### config.mk
export PLATFORM = sky130hd
export DESIGN_NAME = rx_block_packer
export DESIGN_NICKNAME = d
export VERILOG_FILES = /design/src/rtl/aes_pkg.sv /design/src/rtl/block_fifo.sv /design/src/rtl/rx_block_packer.sv
export SDC_FILE = /design/constraint.sdc
export NUM_CORES = 1
export LEC_CHECK = 0
export BUFFER_PORTS_ARGS = -buffer_cell sky130_fd_sc_hd__buf_2
export CAP_MARGIN = 20
export CORE_ASPECT_RATIO = 0.6
export CORE_MARGIN = 5
export CORE_UTILIZATION = 55
export DETAILED_ROUTE_END_ITERATION = 12
export PLACE_DENSITY = 0.77
export SYNTH_ARGS = -nofsm -noshare
export SYNTH_HDL_FRONTEND = slang
export SYNTH_HIERARCHICAL = 1
export SYNTH_SLANG_ARGS = --single-unit
### constraint.sdc
create_clock -name clk -period 8.2 [get_ports clk]
set_input_delay 0.82 -clock clk [delete_from_list [all_inputs] [get_ports clk]]
set_output_delay 0.82 -clock clk [all_outputs]
set_load 0.05 [all_outputs]
### src/rtl/aes_pkg.sv
// ============================================================================
//  aes_pkg
//  Shared widths, block/entry types and packer state encoding for the AES
//  front end, plus a byte-slot insertion helper.
//  Revision: 1.0  initial release
// ============================================================================
`default_nettype none

package aes_pkg;

    localparam int BLOCK_W     = 128;
    localparam int BYTE_W      = 8;
    localparam int BLOCK_BYTES = 16;

    typedef logic [BLOCK_W-1:0] block_t;

    typedef struct packed {
        block_t data;
        logic   encrypt;
    } blk_entry_t;

    typedef enum logic [0:0] {
        FILL = 1'b0,
        PAD  = 1'b1
    } packer_state_t;

    // Returns blk with byte b written into byte slot 'slot'; slot 0 is the
    // top byte when msb_first is set, otherwise the bottom byte.
    function automatic block_t put_byte(input block_t blk, input logic [3:0] slot,
                                        input logic [BYTE_W-1:0] b, input logic msb_first);
        block_t r;
        r = blk;
        for (int i = 0; i < BLOCK_BYTES; i++) begin
            if (slot == 4'(i)) begin
                if (msb_first) r[BLOCK_W-1-BYTE_W*i -: BYTE_W] = b;
                else           r[BYTE_W*i +: BYTE_W]           = b;
            end
        end
        return r;
    endfunction

endpackage

`default_nettype wire

### src/rtl/block_fifo.sv
// ============================================================================
//  block_fifo
//  Synchronous FIFO of blk_entry_t with registered head outputs and an exact
//  occupancy count. A push into an empty FIFO is visible after that edge.
//  Revision: 1.0  initial release
// ============================================================================
`default_nettype none

module block_fifo
    import aes_pkg::*;
#(
    parameter int DEPTH = 2
) (
    input  logic                     clk,
    input  logic                     rst,
    input  logic                     push,
    input  blk_entry_t               push_data,
    input  logic                     pop,
    output blk_entry_t               head,
    output logic                     head_valid,
    output logic                     full,
    output logic [$clog2(DEPTH):0]   count
);

    localparam int PTR_W = $clog2(DEPTH);
    localparam logic [PTR_W:0] c_full_count = (PTR_W+1)'(DEPTH);

    blk_entry_t       r_mem [DEPTH];
    logic [PTR_W-1:0] r_wr_ptr;
    logic [PTR_W-1:0] r_rd_ptr;
    logic [PTR_W:0]   r_count;
    blk_entry_t       r_head;
    logic             r_head_valid;

    logic             w_pop;
    logic             w_push;
    logic [PTR_W-1:0] w_rd_next;
    logic [PTR_W:0]   w_count_next;
    blk_entry_t       w_head_next;

    assign w_pop     = pop && (r_count != '0);
    assign w_push    = push && ((r_count != c_full_count) || w_pop);
    assign w_rd_next = w_pop ? r_rd_ptr + PTR_W'(1) : r_rd_ptr;

    always_comb begin
        w_count_next = r_count;
        case ({w_push, w_pop})
            2'b10:   w_count_next = r_count + (PTR_W+1)'(1);
            2'b01:   w_count_next = r_count - (PTR_W+1)'(1);
            default: w_count_next = r_count;
        endcase
    end

    // The new head is the entry being written this edge whenever the write
    // slot coincides with the post-pop read slot.
    assign w_head_next = (w_push && (r_wr_ptr == w_rd_next)) ? push_data : r_mem[w_rd_next];

    always_ff @(posedge clk) begin
        if (w_push) r_mem[r_wr_ptr] <= push_data;
    end

    always_ff @(posedge clk) begin
        if (rst) begin
            r_wr_ptr     <= '0;
            r_rd_ptr     <= '0;
            r_count      <= '0;
            r_head       <= '0;
            r_head_valid <= 1'b0;
        end else begin
            if (w_push) r_wr_ptr <= r_wr_ptr + PTR_W'(1);
            r_rd_ptr     <= w_rd_next;
            r_count      <= w_count_next;
            r_head       <= w_head_next;
            r_head_valid <= (w_count_next != '0);
        end
    end

    assign head       = r_head;
    assign head_valid = r_head_valid;
    assign full       = (r_count == c_full_count);
    assign count      = r_count;

endmodule

`default_nettype wire

### src/rtl/rx_block_packer.sv
// ============================================================================
//  rx_block_packer
//  Packs an RX byte stream into 128-bit blocks with a per-block mode bit and
//  buffers them for the cipher. RX_PKCS7_PAD_EN pads partial blocks instead
//  of dropping them.
//  Revision: 1.0  initial release
// ============================================================================
`default_nettype none

module rx_block_packer
    import aes_pkg::*;
#(
    parameter int FIFO_DEPTH = 2,
    parameter int MSB_FIRST  = 1
) (
    input  logic                          clk,
    input  logic                          rst,
    input  logic [7:0]                    in_data,
    input  logic                          in_valid,
    input  logic                          in_last,
    output logic                          in_ready,
    input  logic                          in_encrypt,
    output logic [127:0]                  out_block,
    output logic                          out_encrypt,
    output logic                          out_valid,
    input  logic                          out_ready,
    output logic [$clog2(FIFO_DEPTH):0]   fifo_count,
    output logic                          drop_pulse
);

    logic [3:0]  r_cnt;
    block_t      r_fill;
    logic        r_mode;

    logic        w_fifo_full;
    logic        w_accept;
    logic        w_cnt_last;
    logic        w_write;
    logic        w_push;
    logic [7:0]  w_byte;
    logic [3:0]  w_cnt_inc;
    block_t      w_fill_next;
    blk_entry_t  w_push_entry;
    blk_entry_t  w_head;

`ifdef RX_PKCS7_PAD_EN
    localparam logic [0:0] c_st_fill = 1'(FILL);
    localparam logic [0:0] c_st_pad  = 1'(PAD);

    logic [0:0]  r_state;
    logic [7:0]  r_pad;
    logic        w_in_pad;
    logic [4:0]  w_pad_len;

    assign w_in_pad  = (r_state == c_st_pad);
    assign w_byte    = w_in_pad ? r_pad : in_data;
    // Pad bytes advance every cycle; only the final, block-completing one waits on space.
    assign w_write   = w_accept || (w_in_pad && !(w_cnt_last && w_fifo_full));
    assign w_pad_len = 5'd16 - {1'b0, w_cnt_inc};
    assign in_ready  = !rst && (r_state == c_st_fill) && !(w_cnt_last && w_fifo_full);
    assign drop_pulse = 1'b0;
`else
    logic        r_drop;

    assign w_byte     = in_data;
    assign w_write    = w_accept;
    assign in_ready   = !rst && !(w_cnt_last && w_fifo_full);
    assign drop_pulse = r_drop;
`endif

    assign w_accept     = in_valid && in_ready;
    assign w_cnt_last   = (r_cnt == 4'd15);
    assign w_cnt_inc    = r_cnt + 4'd1;
    assign w_push       = w_write && w_cnt_last;
    assign w_fill_next  = put_byte(r_fill, r_cnt, w_byte, MSB_FIRST != 0);
    assign w_push_entry = '{data: w_fill_next, encrypt: r_mode};

    always_ff @(posedge clk) begin
        if (rst) begin
            r_cnt   <= 4'd0;
            r_fill  <= '0;
            r_mode  <= 1'b0;
`ifdef RX_PKCS7_PAD_EN
            r_state <= c_st_fill;
            r_pad   <= 8'd0;
`else
            r_drop  <= 1'b0;
`endif
        end else begin
`ifndef RX_PKCS7_PAD_EN
            r_drop <= 1'b0;
`endif
            if (w_accept && (r_cnt == 4'd0)) r_mode <= in_encrypt;
            if (w_write) begin
                if (w_cnt_last) begin
                    r_cnt   <= 4'd0;
                    r_fill  <= '0;
`ifdef RX_PKCS7_PAD_EN
                    r_state <= c_st_fill;
`endif
                end else if (w_accept && in_last) begin
`ifdef RX_PKCS7_PAD_EN
                    r_cnt   <= w_cnt_inc;
                    r_fill  <= w_fill_next;
                    r_state <= c_st_pad;
                    r_pad   <= {3'b000, w_pad_len};
`else
                    r_cnt   <= 4'd0;
                    r_fill  <= '0;
                    r_drop  <= 1'b1;
`endif
                end else begin
                    r_cnt  <= w_cnt_inc;
                    r_fill <= w_fill_next;
                end
            end
        end
    end

    block_fifo #(
        .DEPTH (FIFO_DEPTH)
    ) u_block_fifo (
        .clk        (clk),
        .rst        (rst),
        .push       (w_push),
        .push_data  (w_push_entry),
        .pop        (out_ready),
        .head       (w_head),
        .head_valid (out_valid),
        .full       (w_fifo_full),
        .count      (fifo_count)
    );

    assign out_block   = w_head.data;
    assign out_encrypt = w_head.encrypt;

endmodule

`default_nettype wire

=== Word level (Yosys, flattened, before mapping) ===
Memories as Yosys holds them, arrays and structs flattened. A register that Yosys moved wholly into a read port is not among the register bits.
Cells that the tools add are included.

* Register bits: 139
* Memory bits (writable): 258
* Bits of input ports: 14
* Memories: 1

* Add/subtract/negate cells: 5
* Equality and inequality tests: 19
* Muxes and demuxes: 25
* Bitwise operators: 1
* Reductions and logical operators: 15

{| class="wikitable"
|+ Memory list
! memory !! words !! bits a word !! rd ports !! clocked after memory_dff !! write ports !! line !! text
|-
| u_block_fifo.r_mem || 2 || 129 || 1 || 1 || 1 || block_fifo.sv:28 || <nowiki>blk_entry_t r_mem [DEPTH];</nowiki>
|}

{| class="wikitable"
|+ Operators by type and width
! kind !! number
|-
| 128-bit two-way mux || 2
|-
| 8-bit two-way mux || 15
|-
| 4-bit == test, second input constant || 8
|-
| 4-bit by 3-bit == test with 1-bit output, second input constant || 4
|-
| 16-bit two-way mux || 1
|-
| 4-bit by 2-bit == test with 1-bit output, second input constant || 2
|-
| 1-bit logical AND || 8
|-
| 4-bit two-way mux || 2
|-
| 4-bit by 1-bit adder with 4-bit output, second input constant || 1
|-
| 2-bit == test, second input constant || 2
|-
| 4-bit by 1-bit == test with 1-bit output, second input constant || 1
|-
| 4-bit zero test || 1
|-
| 1-bit two-way mux || 4
|-
| 2-bit one-hot mux with 2 select lines || 1
|-
| 2-bit nonzero test || 2
|-
| 3-bit OR reduction || 1
|-
| 1-bit adder, second input constant || 2
|-
| 2-bit by 1-bit adder with 2-bit output, second input constant || 1
|-
| 2-bit by 1-bit == test with 1-bit output, second input constant || 1
|-
| 1-bit zero test || 2
|-
| 2-bit inequality test, second input constant || 1
|-
| 2-bit by 1-bit subtractor with 2-bit output, second input constant || 1
|-
| 1-bit logical OR || 1
|-
| 1-bit NOT || 1
|}

=== Logic depth before layout (Yosys ltp) ===
Gate-level depths: netlist (run 1).

* Depth after elaboration: 10
* Mapped depth: 12
* Mapped depth without buffers: 7

=== By module ===
The synthesis (run 1) kept the hierarchy.

{| class="wikitable"
|+ By module, submodules not included
! module !! times used !! cells each !! area an instance (sq um)
|-
| block_fifo || 1 || 878 || 14641.5
|-
| rx_block_packer || 1 || 1086 || 8516.9
|}

=== Least setup slack after synthesis (run 1) ===
Ideal clock, no wire load.

* Kind: reg-to-reg
* Start: register r_cnt[0]
* End: memory u_block_fifo/r_mem[0][0] (netlist bit), enable pin
* Data arrival time: 7.282 ns
* Data required time: 7.581 ns
* Slack: 0.299 ns
* Cell stages (with the launch flop): 10
* Period minus slack after synthesis: 7.901 ns
* Cells stage by stage: dfxtp_1 -> ha_1 -> buf_2 -> nand3_1 -> buf_4 -> buf_4 -> buf_2 -> nor3_1 -> o21ai_0 -> nor2_1

* Cells in the longest elaborated chain, start to end: 9

{| class="wikitable"
|+ RTL lines
! item !! line !! text
|-
| start: declaration || rx_block_packer.sv:31 || <nowiki>logic [3:0] r_cnt;</nowiki>
|-
| start signal: assignment || rx_block_packer.sv:113 || <nowiki>r_cnt <= w_cnt_inc;</nowiki>
|-
| 4-bit == test (*) || rx_block_packer.sv:72 || <nowiki>assign w_cnt_last = (r_cnt == 4'd15);</nowiki>
|-
| 1-bit logical AND || rx_block_packer.sv:67 || <nowiki>assign in_ready = !rst && !(w_cnt_last && w_fifo_full);</nowiki>
|-
| 1-bit zero test || rx_block_packer.sv:67 ||
|-
| 1-bit logical AND || rx_block_packer.sv:67 ||
|-
| 1-bit logical AND || rx_block_packer.sv:71 || <nowiki>assign w_accept = in_valid && in_ready;</nowiki>
|-
| 1-bit logical AND (*) || rx_block_packer.sv:74 || <nowiki>assign w_push = w_write && w_cnt_last;</nowiki>
|-
| named net w_push || rx_block_packer.sv:39 || <nowiki>logic w_push;</nowiki>
|-
| 1-bit logical AND (*) || block_fifo.sv:42 || <nowiki>assign w_push = push && ((r_count != c_full_count) || w_pop);</nowiki>
|-
| 1-bit two-way mux (*) || block_fifo.sv:59 || <nowiki>if (w_push) r_mem[r_wr_ptr] <= push_data;</nowiki>
|-
| 1-bit two-way mux (implied by the code) (*) || block_fifo.sv:59 ||
|-
| end: declaration || block_fifo.sv:28 ||
|}

Mark *: on every way through the listed nets, which the timed path passes. The rest lies on a longest branch.

=== Final worst setup path (run 1) ===
* Start: register r_cnt[0]
* End: memory u_block_fifo/r_mem[1][25] (netlist bit), enable pin

Same word-level chain as after synthesis.

==> results of run 1 <==
-- worst max-delay path by stage --
stage                                 endpoint  depth (start not counted)
floorplan             u_block_fifo/r_mem[0][0]                          9
global placement     u_block_fifo/r_mem[1][46]                          6
detailed placement   u_block_fifo/r_mem[0][19]                          6
CTS                 u_block_fifo/r_mem[0][124]                          6
global route         u_block_fifo/r_mem[1][28]                          5
finish               u_block_fifo/r_mem[1][25]                          6
-- per-layer routing --
layer | vias to the layer above | share of wire | GRT usage
met5 | - | 0 | 0
met4 | 0 | 0.018 | 0.0499
met3 | 80 | 0.085 | 0.0483
met2 | 626 | 0.45 | 0.361
met1 | 7894 | 0.45 | 0.349
li1 | 7337 | - | -
-- cells by family (layout without fill, tap and decap cells) --
logic type	Yosys count	after routing
xor+xnor	3	3
buf+inv	346	380
compound gates	388	388
simple gates	556	556
fa+ha+maj	4	4
mux	141	141
flops	526	526
-- flip-flops by register name (all words and copies together), names as in the netlist --
name                     count
u_block_fifo/r_mem         258
u_block_fifo/head          129
r_fill                     128
r_cnt                        4
u_block_fifo/count           2
drop_pulse                   1
r_mode                       1
u_block_fifo/head_valid      1
u_block_fifo/r_rd_ptr        1
u_block_fifo/r_wr_ptr        1
-- power by group --
group          leakage (µW)  switching (µW)  internal [µW]  total [µW]
clock network      0.000768             973           1260        2230
registers           0.00458            9.79           2750        2760
logic               0.00442             168           36.2         204
-- cells in the final DEF (no fill, tap or decap), types with 8 or more instances in the layout --
master and n:
mux2i_1 131, o21ai_0 126, nand2_1 121, nor2_1 134, o211ai_1 20, clkbuf_16 48
buf_4 17, and3b_1 8, and2_1 8, mux2_2 9, a221oi_1 29, buf_2 146
a221oi_2 100, clkinv_2 12, edfxtp_1 258, nand3b_1 8, inv_1 124, o211ai_2 100
dfxtp_1 266, clkbuf_1 13, nand4_1 241
-- metrics by stage --
stage | hold slack [ns] | setup slack, ns | area (µm²) | utilization
2_1_floorplan | 0.424 | 0.299 | 23200 | -
3_3_place_gp | 0.436 | 3.00 | 23600 | 0.565
3_5_place_dp | 0.438 | 2.74 | 23600 | 0.565
4_1_cts | 0.460 | 2.72 | 25100 | 0.603
5_1_grt | 0.470 | 2.32 | 25200 | 0.603
6_report | 0.461 | 2.63 | 25200 | 0.603
-- worst register-to-register path, stage by stage, from the launching register on --
cell and delay (ns):
dfxtp_1 0.40, ha_1 0.46, nand3_4 0.84, nor3_1 1.17, o21ai_0 0.58, nor2_4 0.92
buf_4 0.80
-- area by class of cell --
class / instances / area (µm²)
fill: 3229 / 16600
sequential: 526 / 13100
multi-input combinational: 1092 / 8380
clock buffer: 66 / 1320
timing repair buffer: 167 / 921
tap: 570 / 713
inverter: 125 / 472
clock inverter: 22 / 236
==> metrics.yaml, run 1 <==
outcome:
  status: "finished clean"
layout:
  fin_cells: 2568
  diodes: 0
  nets: 1977
  final_layout_size_suffix_gt1_frac: 0.234
  syn2layout_area_growth_pct: 8.63
clocking:
  clockBufferDepth: 3
  cts.sinks: 526
  clock_latency_ns: 0.57
  ctsHoldBuffers: 0
  post_cts_buffers: 0
  cts_tree: "yes"
  cts_buffers: 47
  clkTransAtPathRegs_ns: 0.07
  clockRootBuffer: "clkbuf_16"
  htreeDepth: 2
  cts_resized: 0
critical_path:
  crit_type: "reg -> reg"
  rr_endpoint: "u_block_fifo/r_mem[1][25]"
  cp_slowest_cell: "nor3_1"
  cp.arrival_ns: 5.77
  cp.required_ns: 8.40
  max_stage_delay_ns: 1.15
  crit_chain: "ha_1, nand3_4, nor3_1, o21ai_0, nor2_4, buf_4"
  r2r.worst_path.cells: 6
  crit_path_start_kind: "register"
  cp-startpoint: "r_cnt[0]"
  reg2reg_from: "r_cnt[0]"
  critPathMaxFanout: 94
  critPathBufInv: 1
  cp-end-kind: "register"
  reg2reg_slack_ns: 2.63
  cp_top_family: "simple AND/OR/NAND/NOR gates"
global_routing:
  grt_pass1_vias: 15300
  grt_max_degree: 242
  grt_usage: 0.235
  overflow: 0
  grt_antenna_before_repair: 2
  grt_pass1_wl_mm: 87.8
power:
  finalPower_uw: 5200
  p_per_area_nw_per_um2: 207
  leakagePower_uw: 0.00977
  irDropWorstVdd_uv: 165
synthesis:
  yosysSeqAreaShare: 0.566
  synth_top_family_by_area: "compound AO/OA/AOI/OAI gates"
  syn_avg_cell_area_um2: 11.8
  yosysWarnings: 6
  synth_compound_area_frac: 0.168
  synth_top_cells_by_count: "dfxtp_1 (268), edfxtp_1 (258), nand4_1 (241), nor2_1 (136), mux2i_1 (131)"
  synthMuxAreaShare: 0.0620
  synth_ff_type: "dfxtp_1"
  synth-edff-count: 258
  synthXorXnorAreaFrac: 0.00146
  post-synth-top-count-cell: "dfxtp_1"
  synth-simple-area-share: 0.126
  netlist_area_um2: 23200
  syn_nets: 1982
  yosys-top-cells-area: "edfxtp_1 (33%), dfxtp_1 (23%), nand4_1 (6.5%), a221oi_2 (6.5%), mux2i_1 (5.7%)"
  syn_inst: 1964
  synth_top_area_cell: "edfxtp_1"
  yosys.area_share.adder: 0.00216
  synth_cell_type_count: 46
  postSynthRegisterBits: 526
  synth_top_area_frac: 0.335
  synthArstFlopShare: 0
floorplanning:
  rows: 58
  fp.dieW_um: 275
  core_area_um2: 41700
  die_h_um: 169
  die_area_um2: 46400
  pin_count: 148
  initial_utilization: 0.555
timing:
  fin_setup_tns_ns: 0
  post-route-min-period_ns: 5.57
  clock_skew_ns: 0.0195
  rsz0062_at_grt: "false"
  finalSetupViolations: 0
  final_hold_viol_count: 0
  slew_headroom: 0.285
  slew_viol_final: 0
  clock.fmax_ghz: 0.180
  fin_crit_sh: 0.679
  tightestPinTransition_ns: 1.07
place:
  dp_hpwl_mm: 31.8
  numPortBuffers: 147
  gp_congestion: 0.805
  placed_cells: 2479
detailed_routing:
  wl_mm: 56.2
  drc: 0
  drtPass1Iterations: 6
  wl_per_cell_um: 21.9
  vias_per_cell: 6.21
  drt.antenna.violating_nets: 0
  vias: 15900
  first_iter_violations: 1880
worst_hold_path:
  whs_path_depth: 1
  min_to: "r_fill[7]"
  hold_start: "r_fill[7]"
  hold_class: "reg -> reg"
run:
  maxCapViolCount: 0
Note: power is estimated with default switching activity, not from simulation.
==> inputs of run 2 (changes only) <==
CORE_UTILIZATION = 58   (was 55)
PLACE_DENSITY = 0.78   (was 0.77)
clock period = 5.3 ns   (was 8.2 ns; I/O delays follow)
==> run 2 against run 1 <==
Against the previous run: non-clock buffer count rose by 6; clock skew fell by 0.0084 ns; combinational power rose by 56%; critical path type unchanged; sequential power rose by 55%; first-iteration DRC count fell by 7.8%; critical endpoint is now u_block_fifo/r_mem[0][122]; global-route usage rose by 1.5 points; sequential share of layout area barely moved; worst hold slack got worse by 0.17 ns.
==> metrics.yaml, run 2 (same netlist as run 1, synthesis figures left out) <==
layout:
  num-fill-cells: 2984
  postLayoutCoreUtil: 0.642
  regMostFlops: "u_block_fifo/r_mem"
  final_layout_size_suffix_gt1_frac: 0.235
  largest_register_ffs: 258
  nets: 1982
  final_cell_mix: "dfxtp_1 (266), edfxtp_1 (258), nand4_1 (241), buf_2 (146), nor2_1 (134)"
  syn2layout_area_growth_pct: 8.73
  diodes: 0
  layout_commonest_cell: "dfxtp_1"
worst_hold_path:
  hold_start: "in_encrypt"
  hold_class: "in -> reg"
  min_to: "r_mode"
  whs_path_depth: 3
clocking:
  clockBufferDepth: 3
  cts_tree: "yes"
  cts_buffers: 46
  clock_latency_ns: 0.57
  ctsHoldBuffers: 0
  cts.sinks: 526
  post_cts_buffers: 0
  clkTransAtPathRegs_ns: 0.07
  clockRootBuffer: "clkbuf_16"
  cts_resized: 0
  htreeDepth: 2
floorplanning:
  core_area_um2: 39200
  rows: 56
  initial_utilization: 0.590
  die_h_um: 165
  die_area_um2: 44200
  fp.dieW_um: 268
  pin_count: 148
timing:
  final_hold_viol_count: 0
  clock.fmax_ghz: 0.233
  holdWs_ns: 0.296
  slew_headroom: 0.222
  rsz0062_at_grt: "false"
  slew_viol_final: 0
  fin_crit_sh: 0.809
  finalSetupViolations: 0
  post-route-min-period_ns: 4.29
  clock_skew_ns: 0.0111
  tightestPinTransition_ns: 1.17
critical_path:
  r2r.worst_path.cells: 6
  cp-end-kind: "register"
  critPathBufInv: 1
  reg2reg_from: "r_cnt[1]"
  reg2reg_slack_ns: 1.01
  cp.arrival_ns: 4.49
  crit_type: "reg -> reg"
  max_stage_delay_ns: 0.91
  crit_chain: "ha_1, nand3_4, nor3_1, o21ai_0, nor2_4, buf_12"
  cp.required_ns: 5.50
  cp-startpoint: "r_cnt[1]"
  rr_endpoint: "u_block_fifo/r_mem[0][122]"
  cp_top_family: "simple AND/OR/NAND/NOR gates"
  critPathMaxFanout: 81
  crit_path_start_kind: "register"
  cp_slowest_cell: "nor3_1"
global_routing:
  grt_pass1_vias: 15600
  overflow: 0
  grt_antenna_before_repair: 0
  grt_pass1_wl_mm: 87.8
  grt_max_degree: 130
  grt_usage: 0.250
detailed_routing:
  drc: 0
  vias_per_cell: 6.33
  vias: 16000
  first_iter_violations: 1733
  drt.antenna.violating_nets: 0
  wl_mm: 56.9
  drtPass1Iterations: 5
  wl_per_cell_um: 22.5
place:
  numPortBuffers: 147
  gp_congestion: 0.776
  dp_hpwl_mm: 31.3
outcome:
  status: "finished clean"
power:
  p_per_area_nw_per_um2: 315
  leakagePower_uw: 0.00982
  irDropWorstVdd_uv: 258
run:
  maxCapViolCount: 0
-- run 2: power by group --
| part | total, µW | internal (µW) | leakage [µW] | switching (µW) |
|---|---|---|---|---|
| Sequential | 4270 | 4260 | 0.00458 | 14.5 |
| Clock | 3340 | 1860 | 0.000747 | 1480 |
| Combinational | 319 | 57.6 | 0.00449 | 262 |
-- run 2: metrics by stage --
stage / area, µm² / instances / setup TNS (ns) / setup slack (ns) / total power, µW
after CTS: 25100 / 2520 / 0 / 1.06 / 7980
after global routing: 25200 / 2524 / 0 / 0.697 / 8170
final: 25200 / 2524 / 0 / 1.01 / 7930
after floorplan: 23200 / 1964 / -118.61 / -0.460 / 4590
after global placement: 23600 / 2434 / 0 / 1.16 / 4670
after detailed placement: 23600 / 2434 / 0 / 1.05 / 4680
-- run 2: worst min-delay path, delay by kind of cell --
kind | cells | cell delay [ns]
buffers and inverters | 1 | 0.11
AOI/OAI and AO/OA | 1 | 0.07
and+or+nand+nor | 1 | 0.09
-- run 2: area by class of cell --
cell class | count | area [µm²] | share of cell area
Sequential cell | 526 | 13100 | 0.521
Multi-Input combinational cell | 1092 | 8370 | 0.333
Clock buffer | 66 | 1380 | 0.0549
Timing Repair Buffer | 173 | 1070 | 0.0424
Tap cell | 522 | 653 | 0.0259
Inverter | 125 | 472 | 0.0187
Clock inverter | 20 | 115 | 0.00457
-- run 2: worst max path at each step --
stage | depth (start not counted) | to
2_1_floorplan | 9 | u_block_fifo/r_mem[1][0]
3_3_place_gp | 6 | u_block_fifo/r_mem[0][53]
3_5_place_dp | 6 | u_block_fifo/r_mem[0][52]
4_1_cts | 6 | u_block_fifo/r_mem[0][76]
5_1_grt | 6 | u_block_fifo/r_mem[0][57]
6_report | 6 | u_block_fifo/r_mem[0][122]
-- run 2: routing by layer --
layer,vias up,wire [µm],global-route usage
met2,617,25900,0.391
li1,7353,-,-
met3,98,5100,0.0622
met5,-,0,0
met1,7906,24800,0.355
met4,0,1090,0.0623
